File: src/rtl/systolic_feed_ctrl_pkg.sv
// Shared FSM encoding and counter sizing for the systolic array feed controller.
package systolic_feed_ctrl_pkg;

  typedef enum logic [1:0] {
    IDLE = 2'd0,
    LOAD = 2'd1,
    FEED = 2'd2,
    FIN  = 2'd3
  } fsm_state_t;

  // The feed counter must hold ROWS+LEN-2 without wrapping, so it gets one bit
  // more than the wider of the row index and the FIFO pointer.
  function automatic int cnt_width(input int rows_log2, input int depth_log2);
    return ((rows_log2 > depth_log2) ? rows_log2 : depth_log2) + 1;
  endfunction

endpackage

File: src/rtl/systolic_feed_ctrl_feed_skew_window.sv
// Skewed diagonal pop window: row i is popped while i <= t < i+len, unless held.
module feed_skew_window
  import systolic_feed_ctrl_pkg::*;
#(
  parameter int ROWS       = 32,
  parameter int DEPTH_LOG2 = 5,
  parameter int CW         = 6
) (
  input  logic                  en,
  input  logic                  hold,
  input  logic [CW-1:0]         t,
  input  logic [DEPTH_LOG2-1:0] len,
  output logic [ROWS-1:0]       pope
);

  logic [CW-1:0] len_w;
  assign len_w = CW'(len);

  for (genvar i = 0; i < ROWS; i++) begin : g_row
    logic lo_ok, hi_ok;
    assign lo_ok   = (t >= CW'(i));
    assign hi_ok   = (t < (CW'(i) + len_w));
    assign pope[i] = en & ~hold & lo_ok & hi_ok;
  end

endmodule

File: src/rtl/systolic_feed_ctrl.sv
// Row-FIFO feed controller for a systolic PE array: load a tile, then pop it out
// on a skewed diagonal. Optional underflow check: define FEED_UNDERFLOW_CHK_EN.
module systolic_feed_ctrl
  import systolic_feed_ctrl_pkg::*;
#(
  parameter int ROWS       = 32,
  parameter int ROWS_LOG2  = 5,
  parameter int DEPTH_LOG2 = 5
) (
  input  logic                  CLK,
  input  logic                  RST,
  input  logic                  START,
  input  logic [DEPTH_LOG2-1:0] LEN,
  input  logic                  IN_VALID,
  output logic                  IN_READY,
  input  logic                  HOLD,
  input  logic [ROWS-1:0]       FIFO_EMPTY,
  output logic [ROWS-1:0]       PUSHE,
  output logic [ROWS-1:0]       POPE,
  output logic                  BUSY,
  output logic                  DONE,
  output logic                  ERR
);

  localparam int CW = cnt_width(ROWS_LOG2, DEPTH_LOG2);

  fsm_state_t            state;
  logic [DEPTH_LOG2-1:0] len_q;
  logic [DEPTH_LOG2-1:0] load_cnt;
  logic [DEPTH_LOG2-1:0] load_nxt;
  logic [CW-1:0]         t;
  logic [CW-1:0]         feed_last;
  logic                  start_ok;
  logic                  in_load;
  logic                  in_feed;

  // A tile may only start onto fully drained FIFOs.
  assign start_ok  = (state == IDLE) & START & (LEN != '0) & (&FIFO_EMPTY);
  assign in_load   = (state == LOAD);
  assign in_feed   = (state == FEED);
  assign load_nxt  = load_cnt + 1'b1;
  assign feed_last = CW'(ROWS) + CW'(len_q) - CW'(2);

  always_ff @(posedge CLK) begin
    if (RST) begin
      state    <= IDLE;
      len_q    <= '0;
      load_cnt <= '0;
      t        <= '0;
    end else begin
      case (state)
        IDLE: begin
          if (start_ok) begin
            len_q    <= LEN;
            load_cnt <= '0;
            t        <= '0;
            state    <= LOAD;
          end
        end
        LOAD: begin
          if (IN_VALID) begin
            load_cnt <= load_nxt;
            if (load_nxt == len_q) state <= FEED;
          end
        end
        FEED: begin
          if (!HOLD) begin
            if (t == feed_last) state <= FIN;
            else                t     <= t + 1'b1;
          end
        end
        FIN: state <= IDLE;
        default: state <= IDLE;
      endcase
    end
  end

  assign IN_READY = in_load;
  assign PUSHE    = {ROWS{in_load & IN_VALID}};
  assign BUSY     = (state != IDLE);
  assign DONE     = (state == FIN);

  feed_skew_window #(
    .ROWS       (ROWS),
    .DEPTH_LOG2 (DEPTH_LOG2),
    .CW         (CW)
  ) u_skew (
    .en   (in_feed),
    .hold (HOLD),
    .t    (t),
    .len  (len_q),
    .pope (POPE)
  );

`ifdef FEED_UNDERFLOW_CHK_EN
  logic err_q;

  // Sticky until the next tile is accepted, so software can read it after DONE.
  always_ff @(posedge CLK) begin
    if (RST)                      err_q <= 1'b0;
    else if (start_ok)            err_q <= 1'b0;
    else if (|(POPE & FIFO_EMPTY)) err_q <= 1'b1;
  end

  assign ERR = err_q;
`else
  assign ERR = 1'b0;
`endif

endmodule
File: config.mk
export PLATFORM = sky130hd
export DESIGN_NAME = systolic_feed_ctrl
export DESIGN_NICKNAME = d
export VERILOG_FILES = /design/src/rtl/systolic_feed_ctrl_pkg.sv /design/src/rtl/systolic_feed_ctrl_feed_skew_window.sv /design/src/rtl/systolic_feed_ctrl.sv
export SDC_FILE = /design/constraint.sdc
export NUM_CORES = 1
export LEC_CHECK = 0
export CAP_MARGIN = 10
export CORE_MARGIN = 5
export CORE_UTILIZATION = 35
export CTS_BUF_LIST = sky130_fd_sc_hd__clkbuf_8 sky130_fd_sc_hd__clkbuf_16
export DETAILED_ROUTE_END_ITERATION = 8
export GPL_ROUTABILITY_DRIVEN = 0
export SLEW_MARGIN = 10
export SYNTH_ARGS = -nofsm -noshare
export SYNTH_HDL_FRONTEND = slang
export SYNTH_SLANG_ARGS = --single-unit
export TNS_END_PERCENT = 100
File: constraint.sdc
create_clock -name CLK -period 5.5 [get_ports CLK]
set_input_delay 1.1 -clock CLK [delete_from_list [all_inputs] [get_ports CLK]]
set_output_delay 1.1 -clock CLK [all_outputs]
set_load 0.005 [all_outputs]
* Yosys cells after proc, flatten, opt, wreduce, memory -nomap -nowiden
Index checks and enable logic that the tools add are counted.
** Word-level totals
- Register bits :: 18
- Logic and storage cells :: 207
** Cells by class
- $add $sub $neg :: 35
- Bitwise logic cells :: 70
- Magnitude comparators :: 64
- Multiplexer cells :: 13
- Eq/ne operators :: 11
- Reductions and logical operators :: 10
** Operators with widths (count)
- $lt A6 B6 Y1 :: 31
- $add A5 B5 Y6 const A :: 16
- $ge A6 B5 Y1 const B :: 16
- $and A1 B1 Y1 :: 69
- $add A4 B5 Y6 const A :: 8
- $ge A6 B4 Y1 const B :: 8
- $reduce_and A32 Y1 :: 1
- $add A3 B5 Y6 const A :: 4
- $ge A6 B3 Y1 const B :: 4
- $mux W6 :: 3
- $add A2 B5 Y6 const A :: 2
- $ge A6 B1 Y1 const B :: 2
- $ge A6 B2 Y1 const B :: 2
- $pmux W6 S2 :: 1
- $mux W2 :: 5
- $mux W5 :: 2
- $ne A2 B2 Y1 const B :: 5
- $pmux W5 S2 :: 1
- $pmux W2 S4 :: 1
- $add A1 B5 Y6 const A :: 1
- $add A6 B1 Y6 const B :: 1
- $add A6 B5 Y6 const A :: 1
- $eq A6 B6 Y1 :: 1
- $lt A6 B5 Y1 :: 1
- other kinds (14) :: 17

* Depth between registers and ports, before layout
Gate-level depths: netlist of run 1.
- Word-level depth :: 6
- Mapped depth :: 12

* Cells and area by module
Synthesis of run 1 repeated with hierarchy kept, for this count alone.
** Second synthesis, totals
- Cells, all modules :: 638
- Area, all modules :: 4812.1 um^2
** Modules (own cells, without submodules)
- feed_skew_window :: instances 1, area an instance 3278.1 um^2, cells an instance 451
- systolic_feed_ctrl :: instances 1, area an instance 1534.0 um^2, cells an instance 187

* Least setup slack after synthesis of run 1
Ideal clock, no wire load.
- Kind :: flip-flop to output port
- From :: register len_q[0]
- To :: output POPE[13]
- Cell stages (with the launch flop) :: 11
- Setup slack :: 1.958 ns
- Arrival time :: 2.442 ns
- Data required time :: 4.400 ns
- Buffers on the path :: 1
- Cells stage by stage :: dfxtp_1 -> clkbuf_1 -> inv_1 -> ha_1 -> inv_1 -> ha_1 -> a21o_1 -> a21oi_1 -> o21bai_1 -> a21o_1 -> a2111oi_0
** Between the ends
- Word-level cells in the longest chain between the ends :: 3
** Ends and longest elaborated chain
- from (decl) :: line systolic_feed_ctrl.sv:28 : logic [DEPTH_LOG2-1:0] len_q;
- from (signal assigned) :: line systolic_feed_ctrl.sv:47 : len_q <= '0;
- from (signal assigned) :: line systolic_feed_ctrl.sv:54 : len_q <= LEN;
- $add A4 B5 Y6 :: line systolic_feed_ctrl_feed_skew_window.sv:22 : assign hi_ok = (t < (CW'(i) + len_w));
- $lt A6 B6 Y1 :: line systolic_feed_ctrl_feed_skew_window.sv:22
- $and A1 B1 Y1 :: line systolic_feed_ctrl_feed_skew_window.sv:23 : assign pope[i] = en & ~hold & lo_ok & hi_ok;
- to (decl) :: line systolic_feed_ctrl.sv:19 : output logic [ROWS-1:0] POPE,
No other way between the ends.

* Final worst setup path of run 1
- From :: register len_q[2]
- To :: output POPE[21]
** Between the ends
- Word-level cells in the longest chain between the ends :: 3
** Ends and longest elaborated chain (line)
- $add A5 B5 Y6 :: systolic_feed_ctrl_feed_skew_window.sv:22
- $lt A6 B6 Y1 :: systolic_feed_ctrl_feed_skew_window.sv:22
- $and A1 B1 Y1 :: systolic_feed_ctrl_feed_skew_window.sv:23
No other way between the ends.

==> results.md, run 1 <==
* Critical path depth at 11
* Die Ht at 124 um
* Net switching power of the design at 185 uW
* MaxCap Viol Count at 0
* Dpl ws at 0.654 ns
* Postcts setup bufs at 0
* # rows at 41
* Clk root buf: clkbuf_16
* Flop pwr share at 23.4%
* Average cell area after synthesis at 8.03 sq um
* Hpwl dp at 10,400 um
* Clock Pin Slew Worst Setup and Hold Paths at 0.05 ns
* Layout cells sized above 1 at 3.96%
* Switch share at 31.4%
* Initial antenna violation count at 0
* Most common cell after layout, fill and taps aside: ha_1
* Final Max Tran Viols at 0
* Max FO, Critical Path at 17
* Synth Warn # at 0
* Core ar. at 0.0127 sq mm
* Skew-Pair Late Insertion Delay at 0.25 ns
* Critical path's slowest cell: dfxtp_1
* Max incr delay on CP at 0.80 ns
* Syn_nets at 738
* H-tree lvl count at 1
* Ant diodes at 0
* Outcome: complete, no violations
* Num Clock Sinks at 18
* Synth async-reset ratio at 0%
* WHS at 0.501 ns
* Seq/Total Area, Yosys at 7.90%
* Die area at 0.0154 sq mm
* Final setup TNS at 0 ns
* Avg WL per Cell at 16.8 um
* FF-to-FF path depth at 11
* Final Setup Violations at 0
* I/O pin cnt at 110
* Largest net degree at the start of global routing at 49
* Reg2reg end: t[5]
* Clock share of power at 27.0%
* Register bit total from synthesis at 18
* Starting DRT DRC Count at 162
* Area grow syn2layout at 24.3%
* Vias at 4,240
* DRC Markers at 0
* Cells after Synth at 568
* Most frequent cells in the layout: 128 x ha_1, 108 x clkdlybuf4s50_1, 54 x a21oi_1
* Via-per-instance ratio at 5.28
* Reg2Reg Setup Slack at 2.03 ns
* Worst vdd ir at 0.121 mV
* Worst-Margin Slew at 1.02 ns
* CTS tree: yes
* Global-route wire length before repair at 21,900 um
* Worst reg2reg startpoint: len_q[2]
* Cts bufs inserted at 3
* Max Freq at 198 MHz
* CP startpoint kind: register
* EDFF count, synth at 0
* Crit. End Element: output port
* Crit path launch: len_q[2]
* Congestion Overflow GR at 0
* WP data required at 4.40 ns
* Drt first pass iters at 4
* CP Class: reg -> out
* Hold_buf cts at 0
* Antenna Nets Post-Route at 0
* Vias in the first global route at 4,405
* WP buf/inv at 3
* Hold WC Path Type: reg -> reg
* Power Dens Cells at 104 mW/mm^2
* Mapped Area at 0.00456 sq mm
* Unrepaired setup endpoints after global routing: no
* P_leak at 2.85 nW
* Worst-path cell chain: inv_1, ha_1, nand2_1, nand2_1, xnor2_1, inv_1, ha_1, o21bai_1, a21o_1, a2111oi_0, clkdlybuf4s50_1
* Initial core utilization at 35.9%
* Crit path time final at 5.04 ns
* End of the critical path: POPE[21]
* IO Port Bufs at 108
* Final #Nets at 802
* Netlist cell types at 46
* Drt total wl at 13,500 um
* Clk_skew at 0.00532 ns
* WP data arrival at 3.94 ns
* Crit path max-delay family: buffers and inverters
* Worst rel slew slack at 32.1%
* Die width at 124 um
* GR Util All Layers at 17.6%
* Main synth FF type: dfxtp_1
* Final worst setup slack at 0.457 ns
* Int Power at 404 uW
* Post-CTS sizing at 0
* Final Hold Viols at 0
* Maximum root-to-sink buffer count at 2
* Fin crit share at 91.7%
* Comb power frac at 49.5%
-- cell families (layout without fill, tap and decap cells) --
logic type / count (synthesis) / in the layout / share of synthesized area [%]
AO/OA/AOI/OAI: 172 / 172 / 25.8
adder cells (fa/ha/maj): 128 / 128 / 35.1
buffers and inverters: 111 / 174 / 11.9
AND/OR/NAND/NOR: 101 / 101 / 11.9
XOR/XNOR: 31 / 31 / 5.95
flip-flops: 18 / 18 / 7.90
multiplexers: 6 / 6 / 1.34
other: 1 / 1 / 0.0822
-- tightest hold or removal path, delay by kind of cell (launching register included) --
family          cells  cell delay (ns)
flops               1             0.32
compound gates      2             0.13
-- synthesized netlist by cell type, types with 11 or more instances --
library cell | instances | area (sq um)
xnor2_1 | 25 | 219
dfxtp_1 | 18 | 360
nand2_1 | 27 | 101
nand4_1 | 12 | 75.1
buf_4 | 32 | 240
o21bai_1 | 13 | 97.6
clkbuf_1 | 20 | 75.1
nand3_1 | 11 | 55.1
ha_1 | 128 | 1600
a21o_1 | 40 | 300
inv_1 | 53 | 199
a21oi_1 | 54 | 270
a2111oi_0 | 30 | 263
nor2_1 | 18 | 67.6
-- state kept, by name (all words and copies together) (netlist names) --
signal / cells
t: 6
len_q: 5
load_cnt: 5
state: 2
-- through the flow --
| step | cell area [sq um] | cells | utilization, % | total power [mW] |
|---|---|---|---|---|
| floorplan | 4560 | 568 | - | 0.331 |
| global placement | 5580 | 799 | 43.9 | 0.431 |
| detailed placement | 5580 | 799 | 43.9 | 0.436 |
| CTS | 5670 | 803 | 44.6 | 0.598 |
| global route | 5670 | 803 | 44.6 | 0.624 |
| finish | 5670 | 803 | 44.6 | 0.589 |
-- worst min path at each step --
stage                start          end  cells past startpoint
2_1_floorplan  load_cnt[1]  load_cnt[1]                      2
3_3_place_gp   load_cnt[1]  load_cnt[1]                      2
3_5_place_dp   load_cnt[1]  load_cnt[1]                      2
4_1_cts        load_cnt[1]  load_cnt[1]                      2
5_1_grt        load_cnt[1]  load_cnt[1]                      2
6_report       load_cnt[1]  load_cnt[1]                      2
-- power by group through the flow --
stage / logic (mW) / clock network (mW) / registers [mW]
after global routing: 0.320 / 0.166 / 0.138
final: 0.292 / 0.159 / 0.138
after detailed placement: 0.295 / 0 / 0.140
after global placement: 0.290 / 0 / 0.140
after floorplan: 0.191 / 0 / 0.140
after CTS: 0.297 / 0.163 / 0.138
-- metal layers --
layer	track usage, %	part of all wire (%)
met1	22.5	45
met5	0	0
met4	3.35	1.1
met2	31.4	48
met3	2.63	5.3
-- cell type report --
| type | instances | area, sq um |
|---|---|---|
| Tap cell | 172 | 215 |
| Clock buffer | 4 | 88.8 |
| Sequential cell | 18 | 362 |
| Inverter | 53 | 199 |
| Multi-Input combinational cell | 439 | 3660 |
| Timing Repair Buffer | 117 | 1150 |
| Fill cell | 1297 | 7050 |
Note: power is estimated with default switching activity, not from simulation.
==> run 2: changes to the inputs <==
--- a/config.mk
+++ b/config.mk
@@ -11,6 +11,7 @@
 export CTS_BUF_LIST = sky130_fd_sc_hd__clkbuf_8 sky130_fd_sc_hd__clkbuf_16
 export DETAILED_ROUTE_END_ITERATION = 8
 export GPL_ROUTABILITY_DRIVEN = 0
+export REMOVE_ABC_BUFFERS = 1
 export SLEW_MARGIN = 10
 export SYNTH_ARGS = -nofsm -noshare
 export SYNTH_HDL_FRONTEND = slang
==> run 2 against run 1 <==
Against the previous run: hold slack better by 0.022 ns; clock skew is 0.0041 ns lower; critical path depth shrank 1; setup slack got worse by 0.053 ns; flip-flop and latch count is the same; total power increased by 0.70%; first-iteration DRC count increased by 98%; cell area is the same; maximum frequency decreased by 1.0%; core utilization did not move; non-clock buffer count stayed put; critical path type unchanged.
==> results.md, run 2 (synthesized netlist as in run 1, its figures left out) <==
* Final Hold Viols at 0
* Most frequent cells in the layout: 128 x ha_1, 108 x clkdlybuf4s50_1, 54 x a21oi_1
* Die width at 124 um
* Initial antenna violation count at 0
* MaxCap Viol Count at 0
* Worst rel slew slack at 27.1%
* Avg WL per Cell at 17.2 um
* Dpl cells at 799
* Outcome: complete, no violations
* Area grow syn2layout at 24.3%
* P_leak at 2.85 nW
* Footprint of the multi-input gates at 0.00366 sq mm
* CP startpoint kind: register
* Area of placed instances at 0.00558 sq mm
* Postcts setup bufs at 0
* Unrepaired setup endpoints after global routing: no
* Max FO, Critical Path at 17
* Most flops, register: t
* WP data arrival at 4.00 ns
* Starting DRT DRC Count at 321
* CP Class: reg -> out
* Global-route wire length before repair at 22,500 um
* Crit. End Element: output port
* Final setup TNS at 0 ns
* Final #Nets at 802
* Fin crit share at 92.6%
* CTS tree: yes
* Hold WC Path Type: reg -> reg
* Dpl ws at 0.702 ns
* Maximum root-to-sink buffer count at 2
* Global Route met3 Usage at 3.41%
* Cts bufs inserted at 3
* H-tree lvl count at 1
* Crit path launch: len_q[2]
* Clk root buf: clkbuf_16
* Die area at 0.0154 sq mm
* WP data required at 4.40 ns
* Die Ht at 124 um
* Antenna Nets Post-Route at 0
* Max FFs per register at 6
* Power Dens Cells at 105 mW/mm^2
* Drt total wl at 13,800 um
* Layout cells sized above 1 at 3.96%
* Total power at 593 uW
* Via-per-instance ratio at 5.42
* Skew-Pair Late Insertion Delay at 0.25 ns
* Most common cell after layout, fill and taps aside: ha_1
* Post-CTS sizing at 0
* Final Instance Area at 0.00567 sq mm
* Crit path time final at 5.10 ns
* Reg area at 362 sq um
* Fillers at 1,311
* Final Setup Violations at 0
* Num Clock Sinks at 18
* I/O pin cnt at 110
* Ant diodes at 0
* GR Util met1 at 23.1%
* Hold_buf cts at 0
* Vias in the first global route at 4,514
* Core ar. at 0.0127 sq mm
* IO Port Bufs at 108
* Clk_skew at 0.00119 ns
* GR met2 Demand/Resource at 32.0%
* Final core occ at 44.6%
* Initial core utilization at 35.9%
* Drt first pass iters at 4
* Clock Pin Slew Worst Setup and Hold Paths at 0.05 ns
* Max Freq at 196 MHz
* Final Max Tran Viols at 0
* Congestion Overflow GR at 0
* # rows at 41
* Vias at 4,349
* Hold Startpoint: load_cnt[1]
* Largest regs: t: 6 flops, len_q: 5 flops, load_cnt: 5 flops
* GR peak layer: met2
* Largest net degree at the start of global routing at 49
* Final worst setup slack at 0.405 ns
* Worst reg2reg startpoint: len_q[2]
* Worst vdd ir at 0.127 mV
* DRC Markers at 0
* GR Util All Layers at 18.3%
* Post-route non-filler standard cell count at 803
* WHS at 0.523 ns
* Hpwl dp at 10,300 um
* Worst-Margin Slew at 1.09 ns
[run 2: cell counts in the layout (fill, tap and decap cells not counted)]
No cell type changed its count.
[run 2: per-layer routing]
metal / routed length (um) / vias to the layer above
li1: - / 2151
met1: 6370 / 2015
met2: 6280 / 164
met3: 908 / 19
met4: 256 / 0
met5: 0 / -
[run 2: power breakdown]
part | switching [mW] | total [mW] | internal (mW)
Clock | 0.0503 | 0.161 | 0.111
Combinational | 0.135 | 0.294 | 0.159
Sequential | 0.00365 | 0.138 | 0.134
Total | 0.189 | 0.593 | 0.404
[run 2: final cells by class]
class | instances | share of cell area [%]
flip-flops and latches | 18 | 6.38
repair buffers | 117 | 20.3
inverters | 53 | 3.51
multi-input cells | 439 | 64.5
clock buffers | 4 | 1.57
well taps | 172 | 3.80
[run 2: path summary, 6_finish.rpt]
kind	endpoint	slack, ns	cells past startpoint
max reg2reg	t[5]	2.02	11
min	load_cnt[1]	0.52	2
max	POPE[15]	0.40	10
min reg2reg	load_cnt[1]	0.52	2
[run 2: critical path, stage by stage (launching register included)]
cell and delay (ns):
dfxtp_1 0.81, inv_1 0.39, ha_1 0.32, a21boi_0 0.23, xnor2_1 0.20, inv_1 0.07
ha_1 0.17, o21bai_1 0.17, a21o_1 0.19, a2111oi_0 0.58, clkdlybuf4s50_1 0.62
==> run 3: changes to the inputs <==
--- a/config.mk
+++ b/config.mk
@@ -11,9 +11,9 @@
 export CTS_BUF_LIST = sky130_fd_sc_hd__clkbuf_8 sky130_fd_sc_hd__clkbuf_16
 export DETAILED_ROUTE_END_ITERATION = 8
 export GPL_ROUTABILITY_DRIVEN = 0
+export PLACE_DENSITY = 0.64
 export REMOVE_ABC_BUFFERS = 1
 export SLEW_MARGIN = 10
 export SYNTH_ARGS = -nofsm -noshare
 export SYNTH_HDL_FRONTEND = slang
 export SYNTH_SLANG_ARGS = --single-unit
-export TNS_END_PERCENT = 100
==> run 3 against run 2 <==
Against the previous run: first-iteration DRC count shrank 43%; sequential share of layout area shrank 0.059 points; flip-flop and latch count is the same; sequential power is essentially flat; cell count grew 0.87%; clock skew is essentially flat; clock-buffer cell count is the same; setup slack gained 0.36 ns; routed wire length shrank 0.75%; combinational power is essentially flat; cell area grew 0.93%; non-clock buffer count grew 7; critical path type unchanged; critical endpoint is now POPE[7]; largest cell class unchanged.
==> results.md, run 3 (synthesized netlist as in run 1, its figures left out) <==
* Outcome: complete, no violations
* Clock share of power at 27.6%
* Flop pwr share at 23.2%
* Max FO, Critical Path at 10
* WHS at 0.504 ns
* Final Hold Viols at 0
* Fillers at 1,292
* Final #Nets at 809
* Die width at 124 um
* Via-per-instance ratio at 5.40
* CP Class: reg -> out
* Comb power frac at 49.2%
* Critical path's slowest cell: clkdlybuf4s50_1
* Clk_skew at 0.00149 ns
* Skew-Pair Late Insertion Delay at 0.25 ns
* Max incr delay on CP at 0.60 ns
* Vias at 4,374
* Post-CTS sizing at 0
* MaxCap Viol Count at 0
* Initial core utilization at 35.9%
* Most flops, register: t
* Post-route non-filler standard cell count at 810
* Largest net degree at the start of global routing at 34
* DRC Markers at 0
* Avg WL per Cell at 16.9 um
* Clk root buf: clkbuf_16
* Drt total wl at 13,700 um
* Worst vdd ir at 0.163 mV
* Fin crit share at 86.2%
* Max Freq at 211 MHz
* Die area at 0.0154 sq mm
* Num Clock Sinks at 18
* Footprint of the multi-input gates at 0.00366 sq mm
* WP data required at 4.40 ns
* GR Util All Layers at 17.9%
* Initial antenna violation count at 0
* Antenna Nets Post-Route at 0
* Worst rel slew slack at 32.5%
* Power Dens Cells at 104 mW/mm^2
* CTS tree: yes
* Crit. End Element: output port
* P_leak at 2.89 nW
* Core ar. at 0.0127 sq mm
* Unrepaired setup endpoints after global routing: no
* Worst-path cell chain: inv_1, ha_1, a21boi_0, xnor2_1, ha_1, inv_1, o21bai_1, a21o_1, a2111oi_0, clkdlybuf4s50_1
* WP data arrival at 3.64 ns
* Clock Pin Slew Worst Setup and Hold Paths at 0.05 ns
* Crit path time final at 4.74 ns
* Dpl cells at 806
* Final Setup Violations at 0
* Max FFs per register at 6
* Final Max Tran Viols at 0
* Global-route wire length before repair at 22,200 um
* H-tree lvl count at 1
* Congestion Overflow GR at 0
* Cts bufs inserted at 3
* Maximum root-to-sink buffer count at 2
* Postcts setup bufs at 0
* Most frequent cells in the layout: 128 x ha_1, 108 x clkdlybuf4s50_1, 54 x a21oi_1
* I/O pin cnt at 110
* Largest regs: t: 6 flops, len_q: 5 flops, load_cnt: 5 flops
* # rows at 41
* Hold WC Path Type: reg -> reg
* Reg area at 362 sq um
* Int Power at 404 uW
* Hold_buf cts at 0
* CP startpoint kind: register
* Net switching power of the design at 190 uW
* Worst-Margin Slew at 1.01 ns
* Die Ht at 124 um
* Starting DRT DRC Count at 184
* Hpwl dp at 10,700 um
* Most common cell after layout, fill and taps aside: ha_1
* Drt first pass iters at 4
* Layout cells sized above 1 at 5.02%
* Final setup TNS at 0 ns
* Vias in the first global route at 4,561
* Ant diodes at 0
* Switch share at 32.0%
* IO Port Bufs at 108
* Area grow syn2layout at 25.5%
-- run 3: cell types whose count changed in the layout (fill, tap and decap cells not counted) --
cell / previous run / this run
buf_4: 9 / 16
-- run 3: routing by layer --
metal  up-vias  track usage [%]  wire length [um]
met5         -                0                 0
met4         0             3.90               148
met3        14             2.23               784
met2       148             30.9              6410
met1      2046             23.8              6360
li1       2166                -                 -
-- run 3: final timing paths --
path,start,cells after the start,slack (ns),to
min reg2reg,load_cnt[1],2,0.50,load_cnt[1]
max reg2reg,len_q[2],10,2.37,t[3]
min,load_cnt[1],2,0.50,load_cnt[1]
max,len_q[2],10,0.76,POPE[7]
-- run 3: layout make-up --
cell class	instances	area share, %
Timing Repair Buffer	124	21.0
Tap cell	172	3.76
Sequential cell	18	6.32
Clock buffer	4	1.55
Inverter	53	3.48
Multi-Input combinational cell	439	63.9
-- run 3: power by group through the flow --
stage,registers [mW],logic [mW],clock network [mW]
finish,0.138,0.292,0.164
floorplan,0.140,0.118,0
global route,0.139,0.318,0.172
global placement,0.140,0.290,0
detailed placement,0.141,0.292,0
CTS,0.138,0.294,0.165
-- run 3: stage by stage --
stage          area (sq um)  power (mW)  setup slack, ns  util [%]
6_report               5720       0.594            0.760      45.0
4_1_cts                5720       0.597            0.796      45.0
2_1_floorplan          4220       0.258             1.92         -
3_3_place_gp           5630       0.430             1.06      44.3
3_5_place_dp           5630       0.432             1.07      44.3
5_1_grt                5720       0.629            0.480      45.0
-- run 3: worst max-delay path: cells and delay by family, from the launching register on --
| family | cells | cell delay (ns) |
|---|---|---|
| AO/OA/AOI/OAI | 4 | 1.00 |
| buffers and inverters | 3 | 0.94 |
| flip-flops | 1 | 0.59 |
| adder cells (fa/ha/maj) | 2 | 0.59 |
| XOR/XNOR | 1 | 0.24 |
==> RTL change 1 (settings of run 3) <==
Add a define of `FEED_UNDERFLOW_CHK_EN`.
--- a/src/rtl/systolic_feed_ctrl.sv
+++ b/src/rtl/systolic_feed_ctrl.sv
@@ -1,5 +1,7 @@
 // Row-FIFO feed controller for a systolic PE array: load a tile, then pop it out
 // on a skewed diagonal. Optional underflow check: define FEED_UNDERFLOW_CHK_EN.
+`define FEED_UNDERFLOW_CHK_EN
+
 module systolic_feed_ctrl
   import systolic_feed_ctrl_pkg::*;
 #(
Check against the original RTL: not equivalent (a bounded check fails within 4 cycles, from zero or initial values and one cycle with RST high).
==> RTL change 1 against run 3 <==
Routed wire length is 38% higher; clock power is 3% lower; worst setup slack worse by 0.28 ns; sequential cell count is 1 higher; synthesized area is 12% higher; synthesized cell count is 17% higher; power is 20% lower; cell area is 10% higher; die area is 11% higher; critical path type unchanged.
==> RTL change 1: results <==
export IMPL_crit_end="POPE[26]"
export IMPL_place_ws_ns=0.664
export IMPL_critPathArrivalTime_ns=3.92
export IMPL_fin_ws_ns=0.484
export IMPL_dr_wl_met2_um=7920
export IMPL_worst_hold_slack_ns=0.492
export IMPL_drive_above_1_share_pct=4.58
export IMPL_wl_met1_um=8350
export IMPL_drtIter0Drc=584
export IMPL_status="completed"
export IMPL_fillers=1469
export IMPL_n_clock_buffer=3
export IMPL_first_global_vias=5294
export IMPL_grtUsageMet2_pct=33.5
export IMPL_tap_cells=184
export IMPL_seq_share_pct=6.07
export IMPL_multi_input_area_share_pct=66.7
export IMPL_post_place_cells=922
export IMPL_hold_end="load_cnt[4]"
export IMPL_finClkSkew_ns=0.00396
export IMPL_buffer_area_share_pct=19.4
export IMPL_maxSlewHeadroom_pct=29.2
export IMPL_postPlaceCellArea_um2=6230
export IMPL_area_growth_pct=23.6
export IMPL_critPathMaxFanout=13
export IMPL_leakage_nw=2.89
export IMPL_max_stage_delay_ns=0.90
export IMPL_yosys_top_cells_area="ha_1 31%, dfxtp_1 7.5%, nand2_1 5.1%"
export IMPL_signal_buffers=127
export IMPL_fin_cells=926
export IMPL_ys_seq_area_share_pct=7.45
export IMPL_avgSynthCellArea_um2=7.68
[RTL change 1: changes by cell type after synthesis, moves of 11 or more]
cell | before | now
a2111oi_0 | 30 | 11
a21o_1 | 40 | 9
and3_1 | 1 | 12
nand2_1 | 27 | 69
nand3_1 | 11 | 22
o21bai_1 | 13 | 1
[RTL change 1: cells by family (layout without fill, tap and decap cells)]
kind of cell / Yosys count / after routing / share of synthesized area [%]
buffers and inverters: 103 / 180 / 10.1
DFF: 19 / 19 / 7.45
adders and majority gates: 126 / 126 / 30.9
xor gates and xnor gates: 30 / 30 / 5.15
AOI/OAI and AO/OA: 171 / 171 / 23.9
muxes: 2 / 2 / 0.417
and+or+nand+nor: 214 / 214 / 22.1
[RTL change 1: power by group through the flow]
stage	Combinational [mW]	Sequential [mW]	Clock, mW
2_1_floorplan	0.0509	0.144	0
3_3_place_gp	0.176	0.145	0
3_5_place_dp	0.174	0.145	0
4_1_cts	0.176	0.142	0.161
5_1_grt	0.189	0.142	0.168
6_report	0.175	0.142	0.159
==> RTL change 2 (flow settings as in run 3) <==
Without the edit above. Encoding of `fsm_state_t`: now one-hot (4 bits for 4 states).
--- a/src/rtl/systolic_feed_ctrl_pkg.sv
+++ b/src/rtl/systolic_feed_ctrl_pkg.sv
@@ -1,11 +1,11 @@
 // Shared FSM encoding and counter sizing for the systolic array feed controller.
 package systolic_feed_ctrl_pkg;
 
-  typedef enum logic [1:0] {
-    IDLE = 2'd0,
-    LOAD = 2'd1,
-    FEED = 2'd2,
-    FIN  = 2'd3
+  typedef enum logic [3:0] {
+    IDLE = 4'b0001,
+    LOAD = 4'b0010,
+    FEED = 4'b0100,
+    FIN  = 4'b1000
   } fsm_state_t;
 
   // The feed counter must hold ROWS+LEN-2 without wrapping, so it gets one bit
Check against the original RTL: no difference found for any inputs over 10 cycles, from zero or initial values and one cycle with RST high; not proved beyond that.
==> RTL change 2 against run 3 <==
Cell area decreased by 2.0%; cell count decreased by 0.86%; sequential share of layout area up 0.84 points; synthesized cell count grew 0.35%; worst setup slack got worse by 0.062 ns; synthesized area decreased by 1.0%; sequential cell count up 2; critical path depth fell by 1; routed wire length decreased by 1.4%.
Power is not compared: it rests on default switching activity, and its combinational part moved more than twofold at a synthesized area within 25%.
==> RTL change 2: results <==
export IMPL_postPlaceCellArea_um2=5500
export IMPL_seq_share_pct=7.16
export IMPL_fin_util_pct=44.4
export IMPL_clock_fmax_mhz=208
export IMPL_nFlopsAndLatches=20
export IMPL_hpwl_um=10300
export IMPL_drive_above_1_share_pct=2.69
export IMPL_critPathArrivalTime_ns=3.70
export IMPL_grt_max_degree=52
export IMPL_clock_area_share_pct=1.87
export IMPL_rr_endpoint="t[5]"
export IMPL_grt_use_total_pct=17.5
export IMPL_finClkSkew_ns=0.00365
export IMPL_worst_hold_slack_ns=0.509
export IMPL_avgSynthCellArea_um2=7.92
export IMPL_first_global_vias=4442
export IMPL_via_count=4331
export IMPL_wl_met1_um=5920
export IMPL_route_met3_wl_um=678
export IMPL_n_all_inverters=52
export IMPL_fin_cells=803
export IMPL_multi_input_area_share_pct=63.8
export IMPL_buffer_area_share_pct=19.8
export IMPL_ys_seq_area_share_pct=8.87
export IMPL_critPathMaxFanout=17
export IMPL_max_stage_delay_ns=0.78
export IMPL_status="completed"
## RTL change 2: cell count changes after synthesis, moves of 12 or more
| cell | delta |
|---|---|
| a2111oi_0 | -27 |
| a21o_1 | -28 |
| a311oi_1 | +12 |
| a31oi_1 | +15 |
| nand2_1 | +12 |
## RTL change 2: kinds of logic (layout without fill, tap and decap cells)
logic type               count (synthesis)  count (layout)  synth area share (%)
buffers and inverters                  107             168                  11.8
multiplexers                             5               5                  1.11
AO/OA/AOI/OAI                          166             166                  24.1
adder cells (fa/ha/maj)                123             123                  34.1
other                                    1               1                0.0831
flip-flops                              20              20                  8.87
AND/OR/NAND/NOR                        113             113                  13.1
XOR/XNOR                                35              35                  6.79
## RTL change 2: where the power goes
group          leakage [nW]  total [mW]    switching, mW  internal (mW)
Clock                0.0511       0.200           0.0551          0.144
Sequential            0.162       0.145  0.0000000000438          0.145
Combinational          2.36      0.0363          0.00972         0.0265
Total                  2.57       0.381           0.0648          0.316
